<file path="src/rtl/alu_exec_unit.sv">
// Multi-cycle integer execution unit: single-cycle add/sub/logic/slt and
// bit-serial shifts. Valid/ready handshakes on the request and result sides.
module alu_exec_unit #(
  parameter int WIDTH = 32
) (
  input  logic             clk,
  input  logic             rst,
  input  logic             in_valid,
  output logic             in_ready,
  input  logic [2:0]       ALUControl,
  input  logic [WIDTH-1:0] SrcA,
  input  logic [WIDTH-1:0] SrcB,
  output logic             out_valid,
  input  logic             out_ready,
  output logic [WIDTH-1:0] Result,
  output logic             Zero,
  output logic             Neg,
  output logic             Carry,
  output logic             Overflow
);

  // state | meaning
  // IDLE  | waiting for a request, in_ready high
  // SHIFT | shifting one bit position per cycle until the counter expires
  // DONE  | result presented, waiting for out_ready
  typedef enum logic [1:0] {IDLE, SHIFT, DONE} state_t;

  localparam int SHW = $clog2(WIDTH);

  localparam logic [2:0] OP_ADD = 3'b000;
  localparam logic [2:0] OP_SUB = 3'b001;
  localparam logic [2:0] OP_AND = 3'b010;
  localparam logic [2:0] OP_OR  = 3'b011;
  localparam logic [2:0] OP_SLL = 3'b100;
  localparam logic [2:0] OP_SLT = 3'b101;
  localparam logic [2:0] OP_SRL = 3'b110;
  localparam logic [2:0] OP_SRA = 3'b111;

  state_t           state_q;
  logic [2:0]       op_q;
  logic [WIDTH-1:0] shreg_q;
  logic [SHW-1:0]   cnt_q;
  logic [WIDTH-1:0] result_q;
  logic             carry_q;
  logic             ovf_q;
  logic             out_valid_q;

  logic             is_sub_d;
  logic             is_shift_d;
  logic [SHW-1:0]   shamt_d;
  logic [WIDTH:0]   sum_d;
  logic             add_ovf_d;
  logic             sub_ovf_d;
  logic [WIDTH-1:0] result_d;
  logic             carry_d;
  logic             ovf_d;
  logic [WIDTH-1:0] shift_step_d;

  // slt shares the subtractor, so both use A + ~B + 1
  assign is_sub_d   = (ALUControl == OP_SUB) || (ALUControl == OP_SLT);
  assign is_shift_d = (ALUControl == OP_SLL) || (ALUControl == OP_SRL) ||
                      (ALUControl == OP_SRA);
  assign shamt_d    = SrcB[SHW-1:0];
  assign sum_d      = {1'b0, SrcA} + {1'b0, (is_sub_d ? ~SrcB : SrcB)} +
                      {{WIDTH{1'b0}}, is_sub_d};
  assign add_ovf_d  = (SrcA[WIDTH-1] == SrcB[WIDTH-1]) &&
                      (sum_d[WIDTH-1] != SrcA[WIDTH-1]);
  assign sub_ovf_d  = (SrcA[WIDTH-1] != SrcB[WIDTH-1]) &&
                      (sum_d[WIDTH-1] != SrcA[WIDTH-1]);

  always_comb begin
    result_d = '0;
    carry_d  = 1'b0;
    ovf_d    = 1'b0;
    case (ALUControl)
      OP_ADD: begin
        result_d = sum_d[WIDTH-1:0];
        carry_d  = sum_d[WIDTH];
        ovf_d    = add_ovf_d;
      end
      OP_SUB: begin
        result_d = sum_d[WIDTH-1:0];
        carry_d  = sum_d[WIDTH];
        ovf_d    = sub_ovf_d;
      end
      OP_AND: result_d = SrcA & SrcB;
      OP_OR:  result_d = SrcA | SrcB;
      OP_SLT: result_d = {{(WIDTH-1){1'b0}}, sum_d[WIDTH-1] ^ sub_ovf_d};
      default: result_d = SrcA;  // shifts by zero pass A straight through
    endcase
  end

  always_comb begin
    case (op_q)
      OP_SLL:  shift_step_d = {shreg_q[WIDTH-2:0], 1'b0};
      OP_SRA:  shift_step_d = {shreg_q[WIDTH-1], shreg_q[WIDTH-1:1]};
      default: shift_step_d = {1'b0, shreg_q[WIDTH-1:1]};
    endcase
  end

  always_ff @(posedge clk) begin
    if (rst) begin
      state_q     <= IDLE;
      op_q        <= '0;
      shreg_q     <= '0;
      cnt_q       <= '0;
      result_q    <= '0;
      carry_q     <= 1'b0;
      ovf_q       <= 1'b0;
      out_valid_q <= 1'b0;
    end else begin
      case (state_q)
        IDLE: begin
          if (in_valid) begin
            op_q <= ALUControl;
            if (is_shift_d && (shamt_d != '0)) begin
              shreg_q <= SrcA;
              cnt_q   <= shamt_d;
              state_q <= SHIFT;
            end else begin
              result_q    <= result_d;
              carry_q     <= carry_d;
              ovf_q       <= ovf_d;
              out_valid_q <= 1'b1;
              state_q     <= DONE;
            end
          end
        end
        SHIFT: begin
          shreg_q <= shift_step_d;
          cnt_q   <= cnt_q - SHW'(1);
          if (cnt_q == SHW'(1)) begin
            result_q    <= shift_step_d;
            carry_q     <= 1'b0;
            ovf_q       <= 1'b0;
            out_valid_q <= 1'b1;
            state_q     <= DONE;
          end
        end
        DONE: begin
          if (out_ready) begin
            out_valid_q <= 1'b0;
            state_q     <= IDLE;
          end
        end
        default: state_q <= IDLE;
      endcase
    end
  end

  assign in_ready  = (state_q == IDLE);
  assign out_valid = out_valid_q;
  assign Result    = result_q;
  assign Zero      = (result_q == '0);
  assign Neg       = result_q[WIDTH-1];
  assign Carry     = carry_q;
  assign Overflow  = ovf_q;

endmodule

</file>
<file path="config.mk">
export PLATFORM = sky130hd
export DESIGN_NAME = alu_exec_unit
export DESIGN_NICKNAME = d
export VERILOG_FILES = /design/src/rtl/alu_exec_unit.sv
export SDC_FILE = /design/constraint.sdc
export NUM_CORES = 1
export LEC_CHECK = 0
export ABC_AREA = 0
export BUFFER_PORTS_ARGS = -buffer_cell sky130_fd_sc_hd__buf_4
export CAP_MARGIN = 0
export CORE_AREA = 2 2 113 115
export DETAILED_ROUTE_END_ITERATION = 10
export DIE_AREA = 0 0 115 117
export GPL_TIMING_DRIVEN = 0
export PLACE_DENSITY = 0.82
export SKIP_CTS_REPAIR_TIMING = 1
export SYNTH_ARGS = -nofsm -noshare
export SYNTH_HDL_FRONTEND = slang
export SYNTH_SLANG_ARGS = --single-unit
</file>
<file path="constraint.sdc">
create_clock -name clk -period 3.75 [get_ports clk]
set_input_delay 0.5625 -clock clk [delete_from_list [all_inputs] [get_ports clk]]
set_output_delay 0.5625 -clock clk [all_outputs]
set_load 0.05 [all_outputs]
</file>
==> flow_summary.json, run 1 <==
{
  "syn_inst": 1035,
  "grt_pass1_vias": 8186,
  "required_ns": 3.95,
  "initial_core_util_pct": 57.9,
  "vias": 9142,
  "drtAntennaViolNets": 0,
  "dp_cells": 1292,
  "synth_edf_count": 0,
  "critPathMaxFanout": 10,
  "post-place-ws_ns": -1.03,
  "vdd_drop_max_mv": 0.297,
  "startpoint_type": "input port",
  "reg2reg_slack_ns": 0.72,
  "cts_buffers": 9,
  "crit_slowest_cell": "mux2i_1",
  "insertion_delay_ns": 0.36,
  "period_minus_slack_ns": 3.66,
  "yosysSeqAreaShare_pct": 21.6,
  "cts_buffer_depth": 2,
  "final_cells": 1308,
  "p_int_mw": 1.96,
  "port_buffers": 107,
  "hold_ws_ns": 0.472,
  "io_pins": 109,
  "drc": 0,
  "slowest_delay_ns": 0.39,
  "clockRootBuffer": "clkbuf_16",
  "finalCritPeriodShare_pct": 97.7,
  "crit_top_cell": "buf_2",
  "setup_ws_ns": 0.0857,
  "p_switching_mw": 1.52,
  "drive_above_1_share_pct": 14.9,
  "core_um2": 12300,
  "finalHoldViolations": 0,
  "grt.total_usage_pct": 46.5,
  "crit_chain": "buf_4 -> nand2b_1 -> buf_2 -> clkbuf_4 -> xnor2_1 -> ha_1 -> buf_2 -> nand4_1 -> nor2_1 -> a21bo_2 -> a31oi_2 -> o21ai_1 -> a21oi_1 -> mux2i_1 -> a211oi_1",
  "final_nets": 1263,
  "setup_viol": 0,
  "chipWidth_um": 115,
  "diodes": 0,
  "clock-sinks": 77,
  "vias_per_cell": 6.99,
  "grt_pass1_wl_um": 46900,
  "power_frac_seq_pct": 28.3,
  "async_flop_share_pct": 0,
  "worst_slew_pin_slew_ns": 1.43,
  "ys_ff_latch": 77,
  "antenna_found_initial": 0,
  "fmax_mhz": 273,
  "drv_slew": 0,
  "swShare_pct": 43.7,
  "clkPwrFrac_pct": 26.6,
  "die-height_um": 117,
  "wirelength_um": 31600,
  "hpwl_um": 23200,
  "dr.pass1.iters": 6,
  "power_mw": 3.47,
  "die_area_um2": 13500,
  "power_density_nw_per_um2": 408,
  "cp-end-kind": "flop",
  "critPathKind": "input port to flop",
  "row_count": 41,
  "hp-class": "flop to flop",
  "syn_to_final_growth_pct": 19.5,
  "n_fill_cell": 1180,
  "route.detailed.wl_per_inst_um": 24.2,
  "postSynthAreaPerCell_um2": 6.89,
  "syn-num-nets": 1145,
  "arrival_ns": 3.86,
  "synth_ff_type": "dfxtp_1",
  "max_cap_violations": 0,
  "fin_skew_ns": 0.0145,
  "drt_iter0_drc": 1501,
  "run_status": "finished clean",
  "total_leakage_power_nw": 3.38,
  "grt.overflow.total": 0,
  "gp_congestion": 1.04,
  "syn_area_um2": 7130,
  "grt_max_degree": 15,
  "clkSlewWorstSetupHoldPaths_ns": 0.06,
  "max-slew-margin-rel_pct": 4.22,
  "p_comb_share_pct": 45.1,
  "cts_tree": "done",
  "htree_levels": 3,
  "rsz0062_at_grt": "yes",
  "yosysWarnings": 0,
  "synth_cell_types": 76
}
-- power by group through the flow --
stage          sequential (mW)  clock [mW]  combinational [mW]
2_1_floorplan             1.12           0               0.837
3_5_place_dp             0.994           0                1.46
5_1_grt                  0.987       0.929                1.66
6_report                 0.982       0.925                1.57
4_1_cts                  0.977       0.904                1.47
3_3_place_gp             0.995           0                1.45
-- worst paths after layout --
kind / from / to / depth (start not counted)
setup / recovery: ALUControl[1] / Result[22] / 15
hold / removal: shreg_q[11] / shreg_q[11] / 2
setup reg to reg: state_q[0] / Result[13] / 8
hold reg to reg: shreg_q[11] / shreg_q[11] / 2
-- layout by cell type, fill, tap and decap left out, types with 7 or more instances in the layout --
| cell | netlist | routed |
|---|---|---|
| a211oi_1 | 23 | 22 |
| a21o_1 | 17 | 17 |
| a21oi_1 | 109 | 107 |
| a221oi_1 | 15 | 15 |
| a311oi_1 | 9 | 9 |
| a31oi_1 | 15 | 14 |
| and2_1 | 7 | 7 |
| and3_1 | 13 | 13 |
| buf_2 | 12 | 12 |
| buf_4 | 1 | 110 |
| clkbuf_1 | 56 | 57 |
| clkbuf_16 | 0 | 9 |
| dfxtp_1 | 77 | 77 |
| ha_1 | 38 | 38 |
| inv_1 | 22 | 22 |
| mux2i_1 | 10 | 10 |
| nand2_1 | 157 | 157 |
| nand3_1 | 33 | 33 |
| nand4_1 | 13 | 13 |
| nor2_1 | 92 | 92 |
| nor2b_1 | 7 | 7 |
| nor3_1 | 30 | 27 |
| nor4_1 | 16 | 16 |
| o211ai_1 | 20 | 20 |
| o21a_1 | 7 | 7 |
| o21ai_0 | 78 | 76 |
| or3_1 | 7 | 7 |
| xnor2_1 | 36 | 36 |
| xor2_1 | 8 | 8 |
-- stage by stage --
| stage | TNS, ns | instance area (um^2) | util, % |
|---|---|---|---|
| 6_report | 0 | 8520 | 69.2 |
| 5_1_grt | -0.162 | 8520 | 69.2 |
| 4_1_cts | -6.08 | 8420 | 68.4 |
| 3_5_place_dp | -14.85 | 8120 | 65.9 |
| 3_3_place_gp | -14.55 | 8120 | 65.9 |
| 2_1_floorplan | 0 | 7130 | - |
-- final cells by class --
cell class	count	area (um^2)	share of cell area, %
Inverter	23	86.3	1.01
Clock buffer	10	229	2.69
Timing Repair Buffer	107	803	9.43
Tap cell	150	188	2.20
Sequential cell	77	1540	18.1
Clock inverter	6	72.6	0.852
Buffer	78	330	3.88
Multi-Input combinational cell	857	5270	61.8
-- critical path: cells and delay by family --
family	cells	cell delay [ns]
multiplexers	1	0.39
AO/OA/AOI/OAI	5	1.22
buffers and inverters	4	0.92
AND/OR/NAND/NOR	3	0.38
adder cells (fa/ha/maj)	1	0.27
XOR/XNOR	1	0.11
-- per-layer routing --
metal / vias up / global-route usage (%) / routed length, um
met2: 822 / 68.6 / 13000
met1: 4112 / 61.3 / 11600
met4: 0 / 25.8 / 1980
met3: 166 / 13.2 / 5100
met5: - / 0 / 0
li1: 4042 / - / -
-- cells in the mapped netlist (all sizes together), types with 22 or more instances --
cell | number | area (um^2)
a21oi | 109 | 546
nand2 | 157 | 589
nor2 | 92 | 345
ha | 38 | 475
buf | 22 | 109
nor3 | 30 | 150
clkbuf | 56 | 210
a211oi | 23 | 173
inv | 23 | 86.3
dfxtp | 77 | 1540
xnor2 | 36 | 315
o21ai | 82 | 414
nand3 | 33 | 165
-- logic make-up after synthesis --
family / share of synthesized area, %
and+or+nand+nor: 26.1
xor gates and xnor gates: 5.41
adders and majority gates: 6.95
AOI/OAI and AO/OA: 32.6
buffers and inverters: 5.69
DFF: 21.6
muxes: 1.56
-- state kept, by name, indices dropped and copies added, names as in the netlist --
signal	cells
shreg_q	32
Overflow	1
state_q	2
out_valid	1
Result	32
op_q	3
Carry	1
cnt_q	5
Note: power is estimated with default switching activity, not from simulation.
==> run 2, diff against run 1 <==
--- a/config.mk
+++ b/config.mk
@@ -12,6 +12,7 @@
 export DETAILED_ROUTE_END_ITERATION = 10
 export DIE_AREA = 0 0 115 117
 export GPL_TIMING_DRIVEN = 0
+export MAX_ROUTING_LAYER = met4
 export PLACE_DENSITY = 0.82
 export SKIP_CTS_REPAIR_TIMING = 1
 export SYNTH_ARGS = -nofsm -noshare
==> run 2 against run 1 <==
  * Critical endpoint is now Result[26]
  * Non-clock buffer count decreased by 1
  * Count of clock-buffer cells in the layout unchanged
  * Core utilization decreased by 0.061 points
  * Die area is the same
  * Clock skew down 0.0026 ns
  * First-iteration DRC count grew 5.6%
  * Sequential power about the same
  * Critical path depth down 1
  * Setup slack worse by 0.0089 ns
  * Combinational power is essentially flat
==> flow_summary.json, run 2 (synthesis gave the netlist of run 1 again) <==
{
  "syn_to_final_growth_pct": 19.4,
  "wirelength_um": 32000,
  "rsz0062_at_grt": "yes",
  "final_cells": 1309,
  "critPathMaxFanout": 10,
  "vdd_drop_max_mv": 0.249,
  "required_ns": 4.04,
  "port_buffers": 107,
  "arrival_ns": 3.97,
  "drive_above_1_share_pct": 14.6,
  "route.detailed.wl_per_inst_um": 24.4,
  "chipWidth_um": 115,
  "run_status": "finished clean",
  "cp-end-kind": "flop",
  "n_fill_cell": 1155,
  "grt_max_degree": 15,
  "post-place-ws_ns": -0.812,
  "die_area_um2": 13500,
  "fin_skew_ns": 0.0119,
  "cts_tree": "done",
  "setup_viol": 0,
  "hpwl_um": 23200,
  "antenna_found_initial": 1,
  "cts_buffers": 9,
  "insertion_delay_ns": 0.36,
  "total_leakage_power_nw": 3.37,
  "max_cap_violations": 0,
  "dp_cells": 1292,
  "cts_buffer_depth": 2,
  "initial_core_util_pct": 57.9,
  "placed_area_um2": 8120,
  "multiInputGateArea_um2": 5250,
  "clockRootBuffer": "clkbuf_16",
  "die-height_um": 117,
  "drtAntennaViolNets": 0,
  "seqCellArea_um2": 1540,
  "dr.pass1.iters": 7,
  "setup_ws_ns": 0.0768,
  "core_um2": 12300,
  "fmax_mhz": 272,
  "startpoint_type": "input port",
  "grt_pass1_vias": 8367,
  "htree_levels": 3,
  "post-route-cell-area_um2": 8510,
  "drv_slew": 0,
  "period_minus_slack_ns": 3.67,
  "worst_slew_pin_slew_ns": 1.28,
  "layout_commonest_cell": "nand2_1",
  "clock-sinks": 77,
  "finalCritPeriodShare_pct": 98.0,
  "gp_congestion": 1.07,
  "grt.total_usage_pct": 48.5,
  "max-slew-margin-rel_pct": 14.2,
  "vias": 9266,
  "grt.overflow.total": 0,
  "io_pins": 109,
  "holdPathStages": 2,
  "final_nets": 1262,
  "mostFrequentLayoutCells": "nand2_1, buf_4, a21oi_1",
  "drt_iter0_drc": 1585,
  "vias_per_cell": 7.08,
  "row_count": 41,
  "hold_ws_ns": 0.472,
  "clkSlewWorstSetupHoldPaths_ns": 0.06,
  "finalHoldViolations": 0,
  "power_density_nw_per_um2": 409,
  "critPathKind": "input port to flop",
  "grt_pass1_wl_um": 47300,
  "drc": 0,
  "hp-class": "flop to flop",
  "reg2regPathDepth": 8
}
## run 2: cell types whose count changed in the layout (fill, tap and decap cells not counted), moves of 2 or more
cell | before | now
clkinv_4 | 3 | 1
a2111oi_2 | 3 | 0
a2111oi_0 | 0 | 2
clkinvlp_4 | 1 | 3
diode_2 | 0 | 2
clkbuf_1 | 57 | 55
## run 2: worst paths after layout
kind / slack, ns / from / endpoint
worst max-delay path: 0.08 / ALUControl[1] / Result[26]
worst max register to register: 0.69 / state_q[0] / Result[21]
worst min-delay path: 0.47 / shreg_q[16] / shreg_q[16]
worst min register to register: 0.47 / shreg_q[16] / shreg_q[16]
## run 2: per-stage QoR
stage / utilization [%] / TNS (ns) / power (mW)
after global routing: 69.1 / -0.108 / 3.60
after detailed placement: 65.9 / -13.14 / 2.45
final: 69.1 / 0 / 3.48
after CTS: 68.4 / -4.87 / 3.36
after floorplan: - / 0 / 1.95
after global placement: 65.9 / -13.30 / 2.44
## run 2: worst max-delay path: stages
cell       delay [ns]
buf_4            0.11
nand2b_1         0.09
buf_2            0.26
buf_4            0.32
xnor2_1          0.10
ha_1             0.35
nor2b_1          0.23
o2111ai_1        0.23
a21bo_2          0.30
a31oi_2          0.31
o21ai_1          0.17
a211o_1          0.39
a2111o_1         0.44
nand3_1          0.09
## run 2: area by class of cell
class	count	share of cell area (%)
Multi-Input combinational cell	857	61.7
Sequential cell	77	18.1
Timing Repair Buffer	107	9.44
Buffer	77	3.88
Clock buffer	10	2.81
Tap cell	150	2.20
Inverter	23	1.01
Clock inverter	6	0.823
Antenna cell	2	0.0588
## run 2: power breakdown
part | internal, mW | leakage [nW] | switching, mW
sequential | 0.903 | 0.632 | 0.0826
combinational | 0.525 | 2.59 | 1.03
clock | 0.538 | 0.141 | 0.402
total | 1.97 | 3.37 | 1.51
## run 2: per-layer routing
metal / track usage, % / part of all wire, %
met4: 29.8 / 6.8
met1: 61.7 / 37
met3: 13.4 / 15
met2: 68.1 / 41
met5: - / 0
